## src/rtl/pong_game_ctrl_pkg.sv

```systemverilog
// Shared types and constants for the pong game sequencer.
package pong_pkg;

  // state     | meaning
  // IDLE      | waiting for start, ball parked at centre
  // SERVE     | ball held at centre while the serve delay runs
  // PLAY      | ball advances one pixel per frame tick
  // POINT     | single cycle: credit scorer, decide serve or game over
  // GAME_OVER | winner latched, waiting for start to begin a new game
  typedef enum logic [2:0] {
    IDLE      = 3'd0,
    SERVE     = 3'd1,
    PLAY      = 3'd2,
    POINT     = 3'd3,
    GAME_OVER = 3'd4
  } game_state_t;

  // Direction bits: 1 moves toward larger coordinates.
  localparam logic DIR_POS = 1'b1;
  localparam logic DIR_NEG = 1'b0;

endpackage

```

## src/rtl/pong_game_ctrl_if.sv

```systemverilog
// Frame/paddle inputs and ball/score outputs of the pong game sequencer.
interface pong_game_ctrl_if #(
  parameter int BIT_WIDTH   = 10,
  parameter int SCORE_WIDTH = 4
);
  import pong_pkg::*;

  logic                   frameTick;
  logic                   startBtn;
  logic                   hitLeftPaddle;
  logic                   hitRightPaddle;
  logic [BIT_WIDTH-1:0]   ballX;
  logic [BIT_WIDTH-1:0]   ballY;
  logic [SCORE_WIDTH-1:0] scoreLeft;
  logic [SCORE_WIDTH-1:0] scoreRight;
  game_state_t            gameState;
  logic                   winnerLeft;

  modport master (
    output frameTick, startBtn, hitLeftPaddle, hitRightPaddle,
    input  ballX, ballY, scoreLeft, scoreRight, gameState, winnerLeft
  );

  modport slave (
    input  frameTick, startBtn, hitLeftPaddle, hitRightPaddle,
    output ballX, ballY, scoreLeft, scoreRight, gameState, winnerLeft
  );

endinterface

```

## src/rtl/pong_game_ctrl_serve_timer.sv

```systemverilog
// Serve delay: down-counter reloaded while clear is high, done on the
// SERVE_DELAY-th frame tick after clear drops.
module serve_timer #(
  parameter int SERVE_DELAY = 60
) (
  input  logic clk,
  input  logic rst_n,
  input  logic clear,
  input  logic tick,
  output logic done
);
  localparam int CW = $clog2(SERVE_DELAY + 1);
  localparam logic [CW-1:0] LOAD = CW'(SERVE_DELAY);
  localparam logic [CW-1:0] LAST = CW'(1);

  logic [CW-1:0] cnt;

  // Reload while cleared, otherwise count frame ticks down to zero.
  always_ff @(posedge clk or negedge rst_n) begin
    if (!rst_n) begin
      cnt <= LOAD;
    end else if (clear) begin
      cnt <= LOAD;
    end else if (tick && (cnt != '0)) begin
      cnt <= cnt - LAST;
    end
  end

  assign done = !clear && tick && (cnt == LAST);

endmodule

```

## src/rtl/pong_game_ctrl.sv

```systemverilog
// Pong game sequencer: ball motion, paddle/wall bounces, scoring and
// serve / point / game-over sequencing.
//
// state     | meaning
// IDLE      | waiting for startBtn, ball at centre
// SERVE     | ball at centre, serve timer counting frame ticks
// PLAY      | per frame tick: paddle dx, miss check, wall dy, move
// POINT     | one cycle: increment scorer, go to SERVE or GAME_OVER
// GAME_OVER | ball at centre, winner held until startBtn
module pong_game_ctrl
  import pong_pkg::*;
#(
  parameter int BIT_WIDTH   = 10,
  parameter int FIELD_W     = 640,
  parameter int FIELD_H     = 480,
  parameter int BALL_RADIUS = 4,
  parameter int SERVE_DELAY = 60,
  parameter int WIN_SCORE   = 7,
  parameter int SCORE_WIDTH = 4
) (
  input logic             clk,
  input logic             rst_n,
  pong_game_ctrl_if.slave bus
);
  localparam logic [BIT_WIDTH-1:0]   X_MAX = BIT_WIDTH'(FIELD_W - 1);
  localparam logic [BIT_WIDTH-1:0]   X_CTR = BIT_WIDTH'(FIELD_W / 2);
  localparam logic [BIT_WIDTH-1:0]   Y_CTR = BIT_WIDTH'(FIELD_H / 2);
  localparam logic [BIT_WIDTH-1:0]   Y_LO  = BIT_WIDTH'(BALL_RADIUS);
  localparam logic [BIT_WIDTH-1:0]   Y_HI  = BIT_WIDTH'(FIELD_H - 1 - BALL_RADIUS);
  localparam logic [BIT_WIDTH-1:0]   STEP  = BIT_WIDTH'(1);
  localparam logic [SCORE_WIDTH-1:0] S_WIN = SCORE_WIDTH'(WIN_SCORE);
  localparam logic [SCORE_WIDTH-1:0] S_ONE = SCORE_WIDTH'(1);

  game_state_t            state, state_n;
  logic [BIT_WIDTH-1:0]   ball_x, ball_x_n, ball_y, ball_y_n;
  logic                   dx, dx_n, dy, dy_n;
  logic                   dir_x, dir_y;
  logic [SCORE_WIDTH-1:0] score_l, score_l_n, score_r, score_r_n;
  logic                   winner_l, winner_l_n;
  logic                   left_scored, left_scored_n;
  logic                   serve_done;

  // The timer is held in reload outside SERVE, so a tick arriving on the
  // entry cycle is not counted.
  serve_timer #(.SERVE_DELAY(SERVE_DELAY)) u_serve_timer (
    .clk   (clk),
    .rst_n (rst_n),
    .clear (state != SERVE),
    .tick  (bus.frameTick),
    .done  (serve_done)
  );

  // State register.
  always_ff @(posedge clk or negedge rst_n) begin
    if (!rst_n) begin
      state <= IDLE;
    end else begin
      state <= state_n;
    end
  end

  // Ball, direction, score and winner registers.
  always_ff @(posedge clk or negedge rst_n) begin
    if (!rst_n) begin
      ball_x      <= X_CTR;
      ball_y      <= Y_CTR;
      dx          <= DIR_POS;
      dy          <= DIR_POS;
      score_l     <= '0;
      score_r     <= '0;
      winner_l    <= 1'b0;
      left_scored <= 1'b0;
    end else begin
      ball_x      <= ball_x_n;
      ball_y      <= ball_y_n;
      dx          <= dx_n;
      dy          <= dy_n;
      score_l     <= score_l_n;
      score_r     <= score_r_n;
      winner_l    <= winner_l_n;
      left_scored <= left_scored_n;
    end
  end

  // Next-state and datapath update.
  always_comb begin
    state_n       = state;
    ball_x_n      = ball_x;
    ball_y_n      = ball_y;
    dx_n          = dx;
    dy_n          = dy;
    score_l_n     = score_l;
    score_r_n     = score_r;
    winner_l_n    = winner_l;
    left_scored_n = left_scored;
    dir_x         = dx;
    dir_y         = dy;

    case (state)
      IDLE: begin
        ball_x_n = X_CTR;
        ball_y_n = Y_CTR;
        if (bus.startBtn) state_n = SERVE;
      end

      SERVE: begin
        ball_x_n = X_CTR;
        ball_y_n = Y_CTR;
        if (serve_done) state_n = PLAY;
      end

      PLAY: begin
        if (bus.frameTick) begin
          // Simultaneous hits cancel out and leave dx alone.
          if (bus.hitLeftPaddle && !bus.hitRightPaddle) begin
            dir_x = DIR_POS;
          end else if (bus.hitRightPaddle && !bus.hitLeftPaddle) begin
            dir_x = DIR_NEG;
          end

          if ((ball_x == '0) && (dx == DIR_NEG) && !bus.hitLeftPaddle) begin
            state_n       = POINT;
            left_scored_n = 1'b0;
          end else if ((ball_x == X_MAX) && (dx == DIR_POS) && !bus.hitRightPaddle) begin
            state_n       = POINT;
            left_scored_n = 1'b1;
          end else begin
            if (((ball_y <= Y_LO) && (dy == DIR_NEG)) ||
                ((ball_y >= Y_HI) && (dy == DIR_POS))) begin
              dir_y = ~dy;
            end
            dx_n = dir_x;
            dy_n = dir_y;
            // An edge with both paddles asserted keeps dx pointing out;
            // hold x there rather than leave the field.
            if (dir_x == DIR_POS) begin
              if (ball_x != X_MAX) ball_x_n = ball_x + STEP;
            end else begin
              if (ball_x != '0) ball_x_n = ball_x - STEP;
            end
            ball_y_n = (dir_y == DIR_POS) ? (ball_y + STEP) : (ball_y - STEP);
          end
        end
      end

      POINT: begin
        ball_x_n = X_CTR;
        ball_y_n = Y_CTR;
        if (left_scored) begin
          if (score_l != S_WIN) score_l_n = score_l + S_ONE;
          if (score_l_n == S_WIN) begin
            state_n    = GAME_OVER;
            winner_l_n = 1'b1;
          end else begin
            state_n = SERVE;
            dx_n    = DIR_POS;
          end
        end else begin
          if (score_r != S_WIN) score_r_n = score_r + S_ONE;
          if (score_r_n == S_WIN) begin
            state_n    = GAME_OVER;
            winner_l_n = 1'b0;
          end else begin
            state_n = SERVE;
            dx_n    = DIR_NEG;
          end
        end
      end

      GAME_OVER: begin
        ball_x_n = X_CTR;
        ball_y_n = Y_CTR;
        if (bus.startBtn) begin
          score_l_n = '0;
          score_r_n = '0;
          dx_n      = DIR_POS;
          dy_n      = DIR_POS;
          state_n   = SERVE;
        end
      end

      default: begin
        state_n = IDLE;
      end
    endcase
  end

  assign bus.ballX      = ball_x;
  assign bus.ballY      = ball_y;
  assign bus.scoreLeft  = score_l;
  assign bus.scoreRight = score_r;
  assign bus.gameState  = state;
  assign bus.winnerLeft = winner_l;

endmodule

```

## src/flat_wrapper.sv

```systemverilog
// flat-port wrapper written by rule: the top's interface ports become plain ports
module pong_game_ctrl_flat import pong_pkg::*;
#(
  parameter int BIT_WIDTH   = 10,
  parameter int FIELD_W     = 640,
  parameter int FIELD_H     = 480,
  parameter int BALL_RADIUS = 4,
  parameter int SERVE_DELAY = 60,
  parameter int WIN_SCORE   = 7,
  parameter int SCORE_WIDTH = 4
)
  (clk, rst_n, bus_frameTick, bus_startBtn, bus_hitLeftPaddle, bus_hitRightPaddle, bus_ballX, bus_ballY, bus_scoreLeft, bus_scoreRight, bus_gameState, bus_winnerLeft);
  pong_game_ctrl_if #(.BIT_WIDTH(BIT_WIDTH), .SCORE_WIDTH(SCORE_WIDTH)) bus_i ();
  input logic clk;
  input logic rst_n;
  input wire logic [$bits(bus_i.frameTick)-1:0] bus_frameTick;
  input wire logic [$bits(bus_i.startBtn)-1:0] bus_startBtn;
  input wire logic [$bits(bus_i.hitLeftPaddle)-1:0] bus_hitLeftPaddle;
  input wire logic [$bits(bus_i.hitRightPaddle)-1:0] bus_hitRightPaddle;
  output wire logic [$bits(bus_i.ballX)-1:0] bus_ballX;
  output wire logic [$bits(bus_i.ballY)-1:0] bus_ballY;
  output wire logic [$bits(bus_i.scoreLeft)-1:0] bus_scoreLeft;
  output wire logic [$bits(bus_i.scoreRight)-1:0] bus_scoreRight;
  output wire logic [$bits(bus_i.gameState)-1:0] bus_gameState;
  output wire logic [$bits(bus_i.winnerLeft)-1:0] bus_winnerLeft;
  assign bus_i.frameTick = bus_frameTick;
  assign bus_i.startBtn = bus_startBtn;
  assign bus_i.hitLeftPaddle = bus_hitLeftPaddle;
  assign bus_i.hitRightPaddle = bus_hitRightPaddle;
  assign bus_ballX = bus_i.ballX;
  assign bus_ballY = bus_i.ballY;
  assign bus_scoreLeft = bus_i.scoreLeft;
  assign bus_scoreRight = bus_i.scoreRight;
  assign bus_gameState = bus_i.gameState;
  assign bus_winnerLeft = bus_i.winnerLeft;
  pong_game_ctrl #(.BIT_WIDTH(BIT_WIDTH), .FIELD_W(FIELD_W), .FIELD_H(FIELD_H), .BALL_RADIUS(BALL_RADIUS), .SERVE_DELAY(SERVE_DELAY), .WIN_SCORE(WIN_SCORE), .SCORE_WIDTH(SCORE_WIDTH)) u_core (.clk(clk), .rst_n(rst_n), .bus(bus_i));
endmodule
```

## config.mk

```make
export PLATFORM = sky130hd
export DESIGN_NAME = pong_game_ctrl_flat
export DESIGN_NICKNAME = d
export VERILOG_FILES = /design/src/rtl/pong_game_ctrl_pkg.sv /design/src/rtl/pong_game_ctrl_if.sv /design/src/rtl/pong_game_ctrl_serve_timer.sv /design/src/rtl/pong_game_ctrl.sv /design/src/flat_wrapper.sv
export SDC_FILE = /design/constraint.sdc
export NUM_CORES = 1
export LEC_CHECK = 0
export CORE_MARGIN = 2
export CORE_UTILIZATION = 58
export CTS_BUF_LIST = sky130_fd_sc_hd__clkbuf_2 sky130_fd_sc_hd__clkbuf_4 sky130_fd_sc_hd__clkbuf_8
export DETAILED_ROUTE_END_ITERATION = 7
export MAX_ROUTING_LAYER = met4
export PLACE_DENSITY_LB_ADDON = 0.3
export SLEW_MARGIN = 20
export SYNTH_ARGS = -nofsm -noshare
export SYNTH_HDL_FRONTEND = slang
export SYNTH_SLANG_ARGS = --single-unit
```

## constraint.sdc

```tcl
create_clock -name clk -period 3.26 [get_ports clk]
set_input_delay 0.489 -clock clk [delete_from_list [all_inputs] [get_ports clk]]
set_output_delay 0.489 -clock clk [all_outputs]
set_load 0.05 [all_outputs]
```

==> summary.md <==
| Metric | Value |
|---|---|
| Most used cell, CP | `a21oi_1` |
| Number of synthesized flops with an enable pin | `0` |
| Most frequent cells in the layout | `clkdlybuf4s50_1 (36), nand2_1 (34), dfrtp_1 (29), nor2_1 (25), ha_1 (20)` |
| Final Hold Viols | `0` |
| Vias in the first global route | `2381` |
| Grt ovf | `0` |
| DR pass1 iterations | `4` |
| Top cell type's share of synthesized area | `0.247` |
| Worst r2r src | `u_core.bus.ballY[4]$_DFFE_PN1P_` |
| GRT Total Usage | `0.262` |
| Synthesis-to-layout area growth | `18.3%` |
| Initial antenna violation count | `0` |
| Yosys cell types | `66` |
| Cts bufs inserted | `5` |
| Worst EP arrival | `3.20 ns` |
| Top_reg_cell synth | `dfrtp_1` |
| Worst endpoint required time | `3.44 ns` |
| Register-to-register setup slack | `0.24 ns` |
| Post-synthesis mux area share | `0.0154` |
| Core Region | `0.00479 mm2` |
| Post-synthesis compound-gate area fraction | `0.233` |
| Critical path destination | `u_core.bus.ballY[9]$_DFFE_PN0P_` |
| DRC viols | `0` |
| Min Tclk post-route | `3.02 ns` |
| Layout Nets | `393` |
| Clock Sinks | `41` |
| F_max | `332 MHz` |
| Syn Inst Count | `322` |
| VDD IR-drop max | `0.490 mV` |
| P per Cell Area | `1000 mW/mm2` |
| Synth Area in Adders | `0.0989` |
| Delay of the slowest critical-path stage | `0.59 ns` |
| Worst-Margin Slew | `0.904 ns` |
| Post-CTS Resized | `0` |
| First-pass GRT wire length | `11.1 mm` |
| Number of max-cap violations | `0` |
| Max Slew Vio Count | `0` |
| XOR/XNOR share of the synthesized area | `0.0567` |
| Syn_area_per_cell | `9.11 um2` |
| Die Area | `0.00564 mm2` |
| Port-buffer cells | `37` |
| Initial core utilization | `0.613` |
| Max Clock Skew | `0.00520 ns` |
| Seq cells post-synth | `41` |
| Critical path's top delay family | `compound AO/OA/AOI/OAI gates` |
| Layout cells sized above 1 | `0.109` |
| Clock tree buffer depth | `2` |
| Largest family of logic cells by synthesized area | `compound AO/OA/AOI/OAI gates` |
| Antenna Nets Post-Route | `0` |
| Setup CP Type | `reg -> reg` |
| CP startpoint kind | `register` |
| Leak Pwr | `0.00146 uW` |
| Yosys Warn Count | `0` |
| Critical Path Sink Type | `register` |
| Tcrit/Tclk final | `0.925` |
| Root buf cell | `clkbuf_8` |
| Setup slack after layout | `0.244 ns` |
| Worst path slowest cell | `dfstp_2` |
| Pre-CTS setup slack | `0.0996 ns` |
| Worst-path fanout max | `5` |
| Sum Neg Setup Slack | `0 ns` |
| Relative slew slack | `0.397` |
| Total power | `3480 uW` |
| Diodes inserted | `0` |
| Clk pin slew, worst setup/hold paths | `0.09 ns` |
| Via Count | `2587` |
| Area leader, netlist | `dfrtp_1` |
| Run status | `finished, final reports clean` |
| Post-synth ARST share | `1.00` |
| Clk_lat worst skew | `0.30 ns` |
| Die Height | `75.1 um` |
| CTS Hold Bufs | `0` |
| Worst reg-to-reg path cell count | `11` |
| Vias per cell | `5.97` |
| Top area cells in the synthesized netlist | `dfrtp_1 (25%), dfstp_2 (11%), ha_1 (8.5%)` |
| Post-DP HPWL | `4.81 mm` |
| Setup Fix Bufs, Post-CTS | `0` |
| Gpl congestion | `0.890` |
| Setup Viol. Count Final | `0` |
| Post-synthesis instance area | `0.00293 mm2` |
| Commonest non-fill, non-tap cell in the layout | `clkdlybuf4s50_1` |
| HP Class | `in -> async` |
| Largest net degree at the start of global routing | `42` |
| WL final | `6.60 mm` |
| I/O pins | `38` |
| Post-Syn Nets | `350` |
| Rows | `25` |
| Iteration-0 DRC Markers | `181` |
| Die W | `75.1 um` |
| Reg2reg end | `u_core.bus.ballY[9]$_DFFE_PN0P_` |
| WL per Instance | `15.2 um` |
| Crit. path cell count | `11` |
| CTS tree | `yes` |
| Sequential area share after synthesis | `0.355` |
| Unrepaired setup endpoints after global routing | `no` |
| CP Cell Sequence | `a21oi_1, o311ai_0, nand2_1, inv_1, ha_1, a21o_1, a21oi_1, a21oi_1, o211ai_1, a211oi_1, or3_1` |
| Crit path from | `u_core.bus.ballY[4]$_DFFE_PN1P_` |
| Synth Area in Simple Gates | `0.203` |
| Worst path bufs/invs | `1` |
| # H-tree levels | `2` |
flip-flops by register name, indices dropped and copies added, names as in the netlist:
name / flops
u_core.left_scored: 1
u_core.dy: 1
u_core.bus.winnerLeft: 1
u_core.bus.ballY: 10
u_core.bus.scoreLeft: 4
u_core.bus.gameState: 3
u_core.bus.scoreRight: 4
u_core.u_serve_timer.cnt: 6
u_core.bus.ballX: 10
u_core.dx: 1
cells by family after synthesis:
| family | Yosys count |
|---|---|
| AO/OA/AOI/OAI | 97 |
| AND/OR/NAND/NOR | 115 |
| buffers and inverters | 24 |
| adder cells (fa/ha/maj) | 22 |
| XOR/XNOR | 19 |
| flip-flops | 41 |
| multiplexers | 4 |
per-stage QoR:
| step | cell area (um2) | utilization | std cells | hold WS, ns |
|---|---|---|---|---|
| 2_1_floorplan | 2930 | - | 322 | 0.193 |
| 3_3_place_gp | 3370 | 0.705 | 425 | 0.474 |
| 3_5_place_dp | 3370 | 0.705 | 425 | 0.482 |
| 4_1_cts | 3470 | 0.725 | 433 | 0.346 |
| 5_1_grt | 3470 | 0.725 | 433 | 0.398 |
| 6_report | 3470 | 0.725 | 433 | 0.314 |
layout make-up:
cell class / count / area [um2]
clock buffers: 7 / 90.1
clock inverters: 1 / 7.51
fillers: 375 / 1320
inverters: 19 / 71.3
multi-input cells: 257 / 1780
flip-flops and latches: 41 / 1040
well taps: 67 / 83.8
repair buffers: 41 / 395
metal layers:
metal | vias to the layer above | track usage | part of all wire
li1 | 1272 | - | -
met1 | 1245 | 0.365 | 0.47
met2 | 68 | 0.404 | 0.48
met3 | 2 | 0.0402 | 0.046
met4 | 0 | 0.0575 | 0.0041
met5 | - | - | 0
report_power, final:
group	switching (uW)	leakage, uW	internal, uW
Combinational	1310	0.000903	862
Sequential	244	0.000508	689
Clock	196	0.0000479	181
Total	1750	0.00146	1730
worst reg2reg max path: stages, from the launching register on:
cell and delay (ns):
dfstp_2 0.59, a21oi_1 0.09, o311ai_0 0.32, nand2_1 0.11
inv_1 0.16, ha_1 0.30, a21o_1 0.20, a21oi_1 0.18
a21oi_1 0.12, o211ai_1 0.32, a211oi_1 0.13, or3_1 0.38
cells in the mapped netlist (4+ instances only):
cell	n
mux2_2	4
o21ai_0	19
o31ai_1	6
nand2_1	34
nand4_1	6
nor3_1	7
nor4_1	4
nand3_1	10
and3_1	4
nor2b_1	4
a211oi_1	8
dfrtp_1	29
nor2_1	25
a21oi_1	18
xnor2_1	10
inv_1	19
a21o_1	9
xor2_1	9
dfstp_2	12
ha_1	20
how the worst min path moves through the flow:
stage / endpoint / slack (ns) / cells after the start
detailed placement: u_core.bus.ballY[4]$_DFFE_PN1P_ / 0.48 / 2
global route: u_core.bus.ballY[3]$_DFFE_PN0P_ / 0.40 / 1
finish: u_core.bus.ballX[5]$_DFFE_PN0P_ / 0.31 / 1
CTS: u_core.bus.ballY[3]$_DFFE_PN0P_ / 0.35 / 1
floorplan: u_core.bus.ballX[0]$_DFFE_PN0P_ / 0.19 / 0
global placement: u_core.bus.ballY[4]$_DFFE_PN1P_ / 0.47 / 2
Power figures use the tool's default switching activity.
